`src/rtl/spi_pack_pkg.sv`:
```
// Shared widths and the byte-lane index type for the SPI byte-to-word packer.
package spi_pack_pkg;
    localparam int WORD_BYTES = 4;
    localparam int BYTE_W     = 8;
    localparam int WORD_W     = 32;
    localparam int DROP_CNT_W = 16;

    typedef logic [1:0] lane_idx_t;
endpackage

```
`src/rtl/axis_sync_fifo.sv`:
```
// First-word-fall-through synchronous FIFO; head word is visible while not empty.
module axis_sync_fifo #(
    parameter int DEPTH = 16,
    parameter int WIDTH = 32
) (
    input  logic                       clk,
    input  logic                       rst,
    input  logic                       push,
    input  logic [WIDTH-1:0]           push_data,
    input  logic                       pop,
    output logic [WIDTH-1:0]           pop_data,
    output logic                       full,
    output logic                       empty,
    output logic [$clog2(DEPTH):0]     level
);
    localparam int AW = $clog2(DEPTH);

    logic [WIDTH-1:0] mem [DEPTH];
    logic [AW:0]      wr_ptr_reg;
    logic [AW:0]      rd_ptr_reg;
    logic             do_push;
    logic             do_pop;

    assign empty   = (wr_ptr_reg == rd_ptr_reg);
    assign full    = (wr_ptr_reg[AW] != rd_ptr_reg[AW]) &&
                     (wr_ptr_reg[AW-1:0] == rd_ptr_reg[AW-1:0]);
    assign do_pop  = pop && !empty;
    // A pop in the same cycle frees a slot, so a full FIFO still accepts.
    assign do_push = push && (!full || do_pop);
    assign level   = wr_ptr_reg - rd_ptr_reg;
    assign pop_data = empty ? '0 : mem[rd_ptr_reg[AW-1:0]];

    always_ff @(posedge clk or posedge rst) begin
        if (rst) begin
            wr_ptr_reg <= '0;
            rd_ptr_reg <= '0;
        end else begin
            if (do_push) wr_ptr_reg <= wr_ptr_reg + 1'b1;
            if (do_pop)  rd_ptr_reg <= rd_ptr_reg + 1'b1;
        end
    end

    always_ff @(posedge clk) begin
        if (do_push) mem[wr_ptr_reg[AW-1:0]] <= push_data;
    end
endmodule

```
`src/rtl/spi_axis_packer.sv`:
```
// Packs SPI bytes into little-endian 32-bit AXI4-Stream words with overflow accounting.
// Optional partial-word idle flush is enabled by defining SPI_PACK_TIMEOUT_EN.
module spi_axis_packer
    import spi_pack_pkg::*;
#(
    parameter int FIFO_DEPTH     = 16,
    parameter int TIMEOUT_CYCLES = 1024
) (
    input  logic                          axi_clk,
    input  logic                          axi_rst,
    input  logic                          rx_dv,
    input  logic [BYTE_W-1:0]             rx_byte,
    input  logic                          frame_start,
    output logic [WORD_W-1:0]             m_axis_tdata,
    output logic                          m_axis_tvalid,
    input  logic                          m_axis_tready,
    output logic [$clog2(FIFO_DEPTH):0]   fifo_level,
    output logic                          overflow,
    input  logic                          ovf_clr,
    output logic [DROP_CNT_W-1:0]         drop_count
);
    localparam int HOLD_W = (WORD_BYTES - 1) * BYTE_W;

    if (FIFO_DEPTH < 2 || (FIFO_DEPTH & (FIFO_DEPTH - 1)) != 0) begin : g_bad_depth
        $error("FIFO_DEPTH must be a power of two >= 2");
    end
    if (TIMEOUT_CYCLES < 1) begin : g_bad_timeout
        $error("TIMEOUT_CYCLES must be >= 1");
    end

    lane_idx_t         idx_reg, idx_next, lane;
    logic [HOLD_W-1:0] hold_reg, hold_next;
    logic              word_push;
    logic [WORD_W-1:0] word_data;
    logic              fifo_full;
    logic              fifo_empty;
    logic              pop;
    logic              drop;
    logic              timeout_flush;

`ifdef SPI_PACK_TIMEOUT_EN
    localparam int IDLE_W = $clog2(TIMEOUT_CYCLES + 1);
    logic [IDLE_W-1:0] idle_reg;

    assign timeout_flush = !rx_dv && !frame_start && (idx_reg != '0) &&
                           (idle_reg == IDLE_W'(TIMEOUT_CYCLES - 1));

    always_ff @(posedge axi_clk or posedge axi_rst) begin
        if (axi_rst)
            idle_reg <= '0;
        else if (rx_dv || frame_start || timeout_flush)
            idle_reg <= '0;
        else if (idx_reg != '0)
            idle_reg <= idle_reg + 1'b1;
    end
`else
    assign timeout_flush = 1'b0;
`endif

    // Lane 0 writes clear the upper lanes so a flushed partial word is zero-padded.
    always_comb begin
        lane      = frame_start ? lane_idx_t'(0) : idx_reg;
        idx_next  = lane;
        hold_next = hold_reg;
        word_push = 1'b0;
        word_data = {rx_byte, hold_reg};
        if (rx_dv) begin
            idx_next = lane + lane_idx_t'(1);
            case (lane)
                2'd0:    hold_next = {{(HOLD_W - BYTE_W){1'b0}}, rx_byte};
                2'd1:    hold_next[2*BYTE_W-1:BYTE_W] = rx_byte;
                2'd2:    hold_next[3*BYTE_W-1:2*BYTE_W] = rx_byte;
                default: word_push = 1'b1;
            endcase
        end else if (timeout_flush) begin
            word_push = 1'b1;
            word_data = {{BYTE_W{1'b0}}, hold_reg};
            idx_next  = '0;
        end
    end

    always_ff @(posedge axi_clk or posedge axi_rst) begin
        if (axi_rst) begin
            idx_reg  <= '0;
            hold_reg <= '0;
        end else begin
            idx_reg  <= idx_next;
            hold_reg <= hold_next;
        end
    end

    assign m_axis_tvalid = !fifo_empty;
    assign pop  = m_axis_tvalid && m_axis_tready;
    assign drop = word_push && fifo_full && !pop;

    axis_sync_fifo #(
        .DEPTH (FIFO_DEPTH),
        .WIDTH (WORD_W)
    ) u_fifo (
        .clk       (axi_clk),
        .rst       (axi_rst),
        .push      (word_push),
        .push_data (word_data),
        .pop       (m_axis_tready),
        .pop_data  (m_axis_tdata),
        .full      (fifo_full),
        .empty     (fifo_empty),
        .level     (fifo_level)
    );

    // A drop coincident with a clear restarts the count at one.
    always_ff @(posedge axi_clk or posedge axi_rst) begin
        if (axi_rst) begin
            overflow   <= 1'b0;
            drop_count <= '0;
        end else if (drop) begin
            overflow <= 1'b1;
            if (ovf_clr)
                drop_count <= DROP_CNT_W'(1);
            else if (drop_count != {DROP_CNT_W{1'b1}})
                drop_count <= drop_count + 1'b1;
        end else if (ovf_clr) begin
            overflow   <= 1'b0;
            drop_count <= '0;
        end
    end
endmodule

```
`config.mk`:
```
export PLATFORM = sky130hd
export DESIGN_NAME = spi_axis_packer
export DESIGN_NICKNAME = d
export VERILOG_FILES = /design/src/rtl/spi_pack_pkg.sv /design/src/rtl/axis_sync_fifo.sv /design/src/rtl/spi_axis_packer.sv
export SDC_FILE = /design/constraint.sdc
export NUM_CORES = 1
export LEC_CHECK = 0
export CAP_MARGIN = 0
export CORE_ASPECT_RATIO = 1.2
export CORE_UTILIZATION = 35
export DETAILED_ROUTE_END_ITERATION = 10
export PLACE_DENSITY = 0.5
export SYNTH_ARGS = -nofsm -noshare
export SYNTH_HDL_FRONTEND = slang
export SYNTH_SLANG_ARGS = --single-unit
```
`constraint.sdc`:
```
create_clock -name axi_clk -period 6.2 [get_ports axi_clk]
set_clock_uncertainty 0.05 [all_clocks]
set_input_delay 1.24 -clock axi_clk [delete_from_list [all_inputs] [get_ports axi_clk]]
set_output_delay 1.24 -clock axi_clk [all_outputs]
set_load 0.01 [all_outputs]
```
==> flow_summary.json <==
{
  "outcome": "finished, final reports clean",
  "wl_microns": 52600,
  "stdcell_area_sq_um": 25700,
  "cts_buffer_depth": 3,
  "crit_slowest_cell": "nand2_2",
  "power_density_nw_per_um2": 422,
  "vdd_drop_max_mv": 0.362,
  "grt_pass1_wl_microns": 78300,
  "maxCapViolations": 0,
  "numPortBuffers": 68,
  "synth-seq-area-share_pct": 75.5,
  "clock_latency_ns": 0.59,
  "grt_start_max_net_pins": 132,
  "synthMuxAreaShare_pct": 16.5,
  "track_usage_pct": 16.8,
  "crit_fanout": 32,
  "cts_buffers": 54,
  "dp_cells": 1929,
  "synth-simple-area-share_pct": 2.91,
  "coreArea_sq_um": 62300,
  "synth_cell_types": 44,
  "rows": 100,
  "synthAdderAreaFrac_pct": 0.939,
  "arrival_ns": 3.85,
  "ys_warn_count": 0,
  "post-cts-setup-buffers": 0,
  "clock-sinks": 565,
  "dp_hpwl_microns": 28300,
  "syn_area_per_cell_sq_um": 20.7,
  "hold_violations": 0,
  "fin_ws_ns": 1.06,
  "crit_chain": "inv_4 -> ha_1 -> and4_1 -> nand2_1 -> nand2_2 -> o22ai_1 -> clkdlybuf4s50_1",
  "endpoint_kind": "primary output",
  "io_pins": 69,
  "cts_tree": "done",
  "fmax_mhz": 194,
  "critical_path_class": "reg2out",
  "synth-compound-area-share_pct": 2.19,
  "drt_drc_violations_left": 0,
  "dpl-instance-area_sq_um": 24000,
  "largest_reg_flops": 512,
  "final_cell_mix": "edfxtp_1, mux4_2, clkdlybuf4s50_1",
  "clk_pin_slew_ns": 0.06,
  "grt_pass1_vias": 11386,
  "die_width_microns": 231,
  "vias": 10658,
  "synth.cell_area_sq_um": 22100,
  "synth_top_family_by_area": "multiplexers",
  "cpPeakStageDelay_ns": 0.61,
  "hold_buffers": 0,
  "critPathRequiredTime_ns": 4.91,
  "root_buffer": "clkbuf_16",
  "fin_tns_setup_ns": 0,
  "tightestPinTransition_ns": 1.05,
  "final_nets": 1199,
  "antenna_found_initial": 0,
  "ys_seq_elements": 565,
  "gp_congestion": 0.795,
  "synthesis.nets": 1101,
  "layout_commonest_cell": "edfxtp_1",
  "synth_cells": 1071,
  "period_needed_ns": 5.14,
  "finalCritPeriodShare_pct": 82.9,
  "rsz0062_at_grt": "false",
  "area.growth.synth_to_final_pct": 16.4,
  "synth_edf_count": 512,
  "first_pass_iters": 5,
  "antenna_cells": 0,
  "ant_nets": 0,
  "htree_levels": 2,
  "viasPerCell": 5.25,
  "cts_resized": 0,
  "synth-main-ff-cell": "edfxtp_1",
  "dieArea_sq_um": 64200,
  "p_leak_nw": 8.43,
  "avgRoutedWirePerCell_microns": 25.9,
  "dp_slack_ns": 1.61,
  "fin_hold_ws_ns": 0.477,
  "slew_viol_final": 0,
  "layout-drive-gt1-share_pct": 22.9,
  "layoutNonFillerInstCount": 2029,
  "synth-xor-area-share_pct": 0.509,
  "setup_viol": 0,
  "worst_hold_path_type": "reg2reg",
  "die_h_microns": 277,
  "relSlewSlack_pct": 29.8,
  "start_kind": "register",
  "grt_overflow_total": 0,
  "async_reset_ff_share_pct": 9.38,
  "start_util_pct": 35.5,
  "drt_iter0_drc": 850
}
cells in the mapped netlist, drive strengths merged, types with 14 or more instances:
library cell,count,area share [%]
edfxtp,512,70
mux4,128,13
mux2i,64,2.9
dfrtp,53,6.0
nand2,33,0.56
o22ai,33,0.93
clkbuf,32,0.54
inv,24,0.41
buf,22,0.45
o21ai,21,0.48
nor2,19,0.32
ha,15,0.85
nand3,14,0.32
final timing paths:
check | cells after the start | slack [ns] | from | end
worst max-delay path | 7 | 1.06 | u_fifo.rd_ptr_reg[3] | m_axis_tdata[0]
worst min-delay path | 1 | 0.48 | u_fifo.rd_ptr_reg[4] | u_fifo.rd_ptr_reg[4]
worst max register to register | 7 | 2.65 | u_fifo.rd_ptr_reg[3] | u_fifo.mem[11][24]
worst min register to register | 1 | 0.48 | u_fifo.rd_ptr_reg[4] | u_fifo.rd_ptr_reg[4]
max in group asynchronous | 3 | 4.36 | axi_rst | u_fifo.rd_ptr_reg[0]
min in group asynchronous | 3 | 1.12 | axi_rst | drop_count[13]
cells by family (layout without fill, tap and decap cells):
| kind of cell | Yosys count | in the layout |
|---|---|---|
| flops | 565 | 565 |
| mux | 204 | 204 |
| simple gates | 116 | 116 |
| compound gates | 80 | 80 |
| buf+inv | 78 | 220 |
| fa+ha+maj | 16 | 16 |
| xor+xnor | 12 | 12 |
where the power goes:
part / switching [W] / internal, W / total [W]
clock: 0.00139 / 0.00186 / 0.00325
combinational: 0.00160 / 0.00159 / 0.00319
sequential: 0.000155 / 0.00427 / 0.00442
critical path: cells and delay by family (launching register included):
family / cells / cell delay [ns]
and+or+nand+nor: 3 / 0.96
AOI/OAI and AO/OA: 1 / 0.43
buffers and inverters: 2 / 1.03
adders and majority gates: 1 / 0.39
DFF: 1 / 0.43
through the flow:
stage	utilization, %	total power [W]
after floorplan	-	0.00649
after global placement	38.5	0.00781
after global routing	41.3	0.0114
after CTS	41.3	0.0111
after detailed placement	38.5	0.00778
final	41.3	0.0109
metal layers:
metal	vias to the layer above	global-route usage, %	wire length, microns
met4	0	4.67	1140
met2	244	26.8	25400
met3	67	2.90	2220
met1	5734	23.6	23900
met5	-	0	0
li1	4613	-	-
final cells by class:
| type | instances | area (sq um) |
|---|---|---|
| fill | 5507 | 36600 |
| sequential | 565 | 16700 |
| multi-input combinational | 428 | 5210 |
| clock buffer | 77 | 1550 |
| tap | 816 | 1020 |
| timing repair buffer | 96 | 953 |
| clock inverter | 23 | 203 |
| inverter | 24 | 92.6 |
Note: power is estimated with default switching activity, not from simulation.
